===== src/rtl/tri_des_loader.sv =====
// ============================================================================
// Module      : tri_des_loader
// Description : Byte-stream loader for a 3DES core. It loads K1/K2/K3 and a
//               64-bit block, then launches the core. Optional key parity
//               check is enabled with macro KEY_PARITY_CHECK_EN.
// Revision    : 1.0
// ============================================================================
`default_nettype none

module tri_des_loader (
    input  logic        clk,
    input  logic        rst,
    input  logic        key_load,
    input  logic        in_valid,
    input  logic [7:0]  in_data,
    output logic        in_ready,
    output logic [0:63] des_in,
    output logic [0:63] key1,
    output logic [0:63] key2,
    output logic [0:63] key3,
    output logic        start,
    input  logic        core_done,
    output logic        busy,
    output logic        keys_valid,
    output logic        key_err
);

    typedef enum logic [2:0] {
        S_IDLE  = 3'd0,
        S_KEY   = 3'd1,
        S_DATA  = 3'd2,
        S_START = 3'd3,
        S_WAIT  = 3'd4
    } state_t;

    state_t      state_q, state_d;
    logic [4:0]  cnt_q;
    logic [0:63] des_in_q, key1_q, key2_q, key3_q;
    logic        keys_valid_q;
    logic        w_accept;
    logic        w_err_next;
    logic [5:0]  w_off;

    assign w_accept   = in_valid && in_ready;
    assign w_off      = {cnt_q[2:0], 3'b000};
    assign des_in     = des_in_q;
    assign key1       = key1_q;
    assign key2       = key2_q;
    assign key3       = key3_q;
    assign keys_valid = keys_valid_q;

`ifdef KEY_PARITY_CHECK_EN
    logic err_acc_q;
    logic key_err_q;

    // A key byte with even parity poisons the whole bundle.
    assign w_err_next = err_acc_q | ~(^in_data);
    assign key_err    = key_err_q;

    always_ff @(posedge clk or negedge rst) begin
        if (!rst) begin
            err_acc_q <= 1'b0;
            key_err_q <= 1'b0;
        end else if (state_q == S_IDLE && key_load) begin
            err_acc_q <= 1'b0;
            key_err_q <= 1'b0;
        end else if (state_q == S_KEY && w_accept) begin
            err_acc_q <= w_err_next;
            if (cnt_q == 5'd23) begin
                key_err_q <= w_err_next;
            end
        end
    end
`else
    assign w_err_next = 1'b0;
    assign key_err    = 1'b0;
`endif

    always_comb begin
        state_d  = state_q;
        in_ready = 1'b0;
        start    = 1'b0;
        busy     = (state_q != S_IDLE);
        case (state_q)
            S_IDLE: begin
                in_ready = keys_valid_q && !key_load;
                if (key_load) begin
                    state_d = S_KEY;
                end else if (in_valid && in_ready) begin
                    state_d = S_DATA;
                end
            end
            S_KEY: begin
                in_ready = 1'b1;
                if (in_valid && cnt_q == 5'd23) begin
                    state_d = S_IDLE;
                end
            end
            S_DATA: begin
                in_ready = 1'b1;
                if (in_valid && cnt_q == 5'd7) begin
                    state_d = S_START;
                end
            end
            S_START: begin
                start   = 1'b1;
                state_d = S_WAIT;
            end
            S_WAIT: begin
                if (core_done) begin
                    state_d = S_IDLE;
                end
            end
            default: state_d = S_IDLE;
        endcase
    end

    always_ff @(posedge clk or negedge rst) begin
        if (!rst) begin
            state_q      <= S_IDLE;
            cnt_q        <= 5'd0;
            des_in_q     <= '0;
            key1_q       <= '0;
            key2_q       <= '0;
            key3_q       <= '0;
            keys_valid_q <= 1'b0;
        end else begin
            state_q <= state_d;
            case (state_q)
                S_IDLE: begin
                    if (key_load) begin
                        cnt_q        <= 5'd0;
                        keys_valid_q <= 1'b0;
                    end else if (w_accept) begin
                        des_in_q[0 +: 8] <= in_data;
                        cnt_q            <= 5'd1;
                    end
                end
                S_KEY: begin
                    if (w_accept) begin
                        case (cnt_q[4:3])
                            2'd0:    key1_q[w_off +: 8] <= in_data;
                            2'd1:    key2_q[w_off +: 8] <= in_data;
                            default: key3_q[w_off +: 8] <= in_data;
                        endcase
                        if (cnt_q == 5'd23) begin
                            cnt_q        <= 5'd0;
                            keys_valid_q <= !w_err_next;
                        end else begin
                            cnt_q <= cnt_q + 5'd1;
                        end
                    end
                end
                S_DATA: begin
                    if (w_accept) begin
                        des_in_q[w_off +: 8] <= in_data;
                        cnt_q <= (cnt_q == 5'd7) ? 5'd0 : cnt_q + 5'd1;
                    end
                end
                default: ;
            endcase
        end
    end

endmodule

`default_nettype wire

===== config.mk =====
export PLATFORM = sky130hd
export DESIGN_NAME = tri_des_loader
export DESIGN_NICKNAME = d
export VERILOG_FILES = /design/src/rtl/tri_des_loader.sv
export SDC_FILE = /design/constraint.sdc
export NUM_CORES = 1
export LEC_CHECK = 0
export ABC_AREA = 1
export CORE_MARGIN = 2
export CORE_UTILIZATION = 49
export CTS_CLUSTER_DIAMETER = 150
export DETAILED_ROUTE_END_ITERATION = 10
export PLACE_DENSITY_LB_ADDON = 0.25
export SLEW_MARGIN = 20
export SYNTH_ARGS = -nofsm -noshare
export SYNTH_HDL_FRONTEND = slang
export SYNTH_SLANG_ARGS = --single-unit

===== constraint.sdc =====
create_clock -name clk -period 2.5 [get_ports clk]
set_clock_uncertainty 0.05 [all_clocks]
set_input_delay 0.5 -clock clk [delete_from_list [all_inputs] [get_ports clk]]
set_output_delay 0.5 -clock clk [all_outputs]
set_load 0.01 [all_outputs]

==> results by group <==
Timing
  • RSZ-0062 raised after global routing: false
  • Max Fclk: 420 MHz
  • Relative slew slack: 0.537
  • Max-slew violations: 0
  • Final setup viols: 0
  • Period minus WS final: 2.38 ns
  • Slew of the pin with the lowest slew margin: 0.693 ns
  • Final Hold Viols: 0
  • Final worst path period share: 0.953
  • Setup TNS: 0 ns
  • Final hold slack: 0.424 ns

Yosys
  • Synth warnings: 0
  • Post-Syn Area: 10800 sq um
  • Distinct cells, synth: 28
  • Post-synthesis sequential area ratio: 0.614
  • Adder-cell share of the synthesized area: 0.00695
  • Post-synthesis simple-gate area fraction: 0.210
  • Mux share of post-synthesis cell area: 0
  • Syn Nets: 1208
  • XOR/XNOR Fraction of Synth Area: 0.00162
  • Mapped Cells: 1189
  • Post-synthesis compound-gate area fraction: 0.117
  • Largest family of logic cells by synthesized area: simple AND/OR/NAND/NOR gates
  • Seq cells post-synth: 265
  • Syn_area_per_cell: 9.08 sq um

Setup path
  • Critical path buffers and inverters: 2
  • Max stage delay cell, worst path: clkdlybuf4s50_1
  • Critical path data required time: 1.95 ns
  • Crit Reg-Reg Startpoint: cnt_q[0]
  • Worst path cell trace: inv_2 -> nor2_1 -> clkdlybuf4s50_1
  • Critical path class: reg2out
  • Crit-path max FO: 7
  • Reg-to-reg slack, setup: 0.33 ns
  • Kind of cell adding the most delay to the critical path: buffers and inverters
  • Slowest Stage Delay on Critical Path: 0.56 ns
  • CP Data Arrival Time: 1.83 ns
  • CP Capture Type: primary output
  • End of the worst register-to-register path: des_in[62]
  • Worst setup SP type: flop
  • Reg2Reg Depth: 6

Clocking
  • Clk_lat worst skew: 0.52 ns
  • Root Buffer: clkbuf_16
  • CTS max path bufs: 3
  • CTS H-tree depth: 1
  • CTS tree: yes
  • CTS Buf Count: 27
  • Clock transition at path regs: 0.06 ns
  • Clock sinks: 265

Drt
  • Vias/cell: 5.31
  • DRT Pass-1 Iters: 6
  • First DRT Iteration DRCs: 574
  • Routed WL per cell: 17.6 microns
  • DR vias: 9440
  • Antenna Nets Post-Route: 0
  • Final wirelength: 31.3 mm
  • DR DRC count: 0

Worst hold path
  • HP Start: key2[60]
  • Hold Crit Class: reg2reg
  • Min-Delay Path Depth: 2
  • Hold Path End: key2[60]

Placed design
  • Post-DP HPWL: 22.7 mm
  • Routability cong.: 0.866
  • Placed Area: 13900 sq um
  • IO Port Bufs: 272

Outcome
  • Outcome: completed

Global routing
  • Initial antenna violation count: 1
  • Largest net degree at the start of global routing: 61
  • First-pass GRT wire length: 51.0 mm
  • Global Route Usage Sum: 0.270
  • Overflow after GRT: 0
  • Vias in the first global route: 9345

Power
  • Total power: 12100 uW
  • Power Density: 814 nW/um^2
  • Leak Pwr: 0.00695 uW
  • VDD IR max: 0.689 mV

Floorplanning
  • Die Ht: 152 microns
  • Core ar.: 21800 sq um
  • # rows: 54
  • Initial Util: 0.496
  • I/O pins: 274
  • Die area: 23200 sq um
  • Die width: 152 microns

Flow run
  • Max cap viols: 0

Finish
  • Nets: 1499
  • Synthesis-to-finish area growth: 37.5%
  • Fillers: 1711
  • Ratio of cells with drive above 1 in the final layout: 0.0775
  • Fin area: 14800 sq um
## tightest hold or removal path, cell delays in order, from the launching register on
cell	delay, ns
dfrtp_1	0.34
nand2_1	0.06
nand2_1	0.05
## power breakdown
group	switching [uW]	internal [uW]
Sequential	280	4670
Clock	1620	2450
Combinational	1900	1160
Total	3800	8280
## layer usage
| layer | routed length, microns | GRT usage | up-vias |
|---|---|---|---|
| met5 | 0 | 0 | - |
| met4 | 682 | 0.0683 | 0 |
| met3 | 2570 | 0.0549 | 46 |
| met2 | 14700 | 0.431 | 391 |
| met1 | 13400 | 0.384 | 4579 |
| li1 | - | - | 4424 |
## through the flow
| step | utilization | cells | worst slack, ns |
|---|---|---|---|
| after detailed placement | 0.640 | 1729 | 0.0510 |
| after global routing | 0.682 | 1778 | 0.0291 |
| after CTS | 0.682 | 1777 | 0.00544 |
| after global placement | 0.640 | 1729 | 0.143 |
| after floorplan | - | 1189 | 0.399 |
| final | 0.682 | 1778 | 0.119 |
## kinds of logic after synthesis
| family | count (synthesis) |
|---|---|
| fa+ha+maj | 6 |
| simple gates | 551 |
| xor+xnor | 2 |
| other cells | 1 |
| compound gates | 251 |
| buf+inv | 113 |
| flops | 265 |
## layout by cell type, fill, tap and decap left out, types with 3 or more instances in the layout
master,n
clkbuf_8,6
a21oi_1,4
bufinv_16,3
ha_1,6
o21ai_0,214
clkinv_2,5
nor3_1,13
dfrtp_1,264
clkbuf_1,3
clkbuf_16,27
nand2_4,8
o21ai_1,26
inv_2,6
inv_1,57
nand2_1,431
nor2_1,38
o22ai_1,5
buf_4,33
nor2_2,8
clkdlybuf4s50_1,269
nand2_2,5
nand3_1,44
buf_12,5
## worst max path at each step
stage                from       end  depth (start not counted)
3_3_place_gp     in_valid  key3[59]                          7
5_1_grt        state_q[0]  in_ready                          7
6_report       state_q[1]     start                          3
3_5_place_dp     in_valid  key3[29]                          7
4_1_cts        state_q[0]  in_ready                          7
2_1_floorplan    cnt_q[2]  key1[24]                          9
## cell usage after synthesis
cell type,instances,area share
nand2_4,8,0.0083
nor2_1,40,0.014
nor2_2,6,0.0035
buf_4,8,0.0056
clkinv_4,1,0.00081
o21ai_1,26,0.012
o21ai_0,214,0.099
nand3_1,44,0.020
nand4_4,1,0.0020
xor2_1,2,0.0016
ha_1,6,0.0070
buf_2,12,0.0056
nand2_2,5,0.0029
nor3_1,13,0.0060
conb_1,1,0.00035
inv_2,5,0.0017
o211ai_1,1,0.00070
nand4_1,1,0.00058
nor3_4,1,0.0015
a21oi_1,4,0.0019
clkbuf_1,21,0.0073
nor2_4,1,0.0010
nand2_1,431,0.15
o22ai_1,5,0.0029
o21ai_2,1,0.00081
buf_6,8,0.0083
dfrtp_1,265,0.61
inv_1,58,0.020
## what timing repair did
action,CTS,global route
setup endpoints to repair,2,4
cloned,0,0
buffers inserted,1,0
hold buffers,1,0
pin swaps,0,0
gates resized for setup,4,4
endpoints found under the hold margin,54,0
## registers in the layout, indices dropped and copies added, names as in the netlist
signal and count:
key1 64, key3 64, des_in 64, key2 64, state_q 3, cnt_q 5
keys_valid 1
## layout make-up
| cell class | instances | area [sq um] | share of cell area |
|---|---|---|---|
| clock buffers | 36 | 769 | 0.0518 |
| multi-input cells | 811 | 3640 | 0.245 |
| inverters | 64 | 245 | 0.0165 |
| well taps | 280 | 350 | 0.0236 |
| flip-flops and latches | 265 | 6630 | 0.447 |
| clock inverters | 10 | 131 | 0.00885 |
| diodes | 1 | 2.50 | 0.000169 |
| repair buffers | 311 | 3080 | 0.207 |
Note: power is estimated with default switching activity, not from simulation.
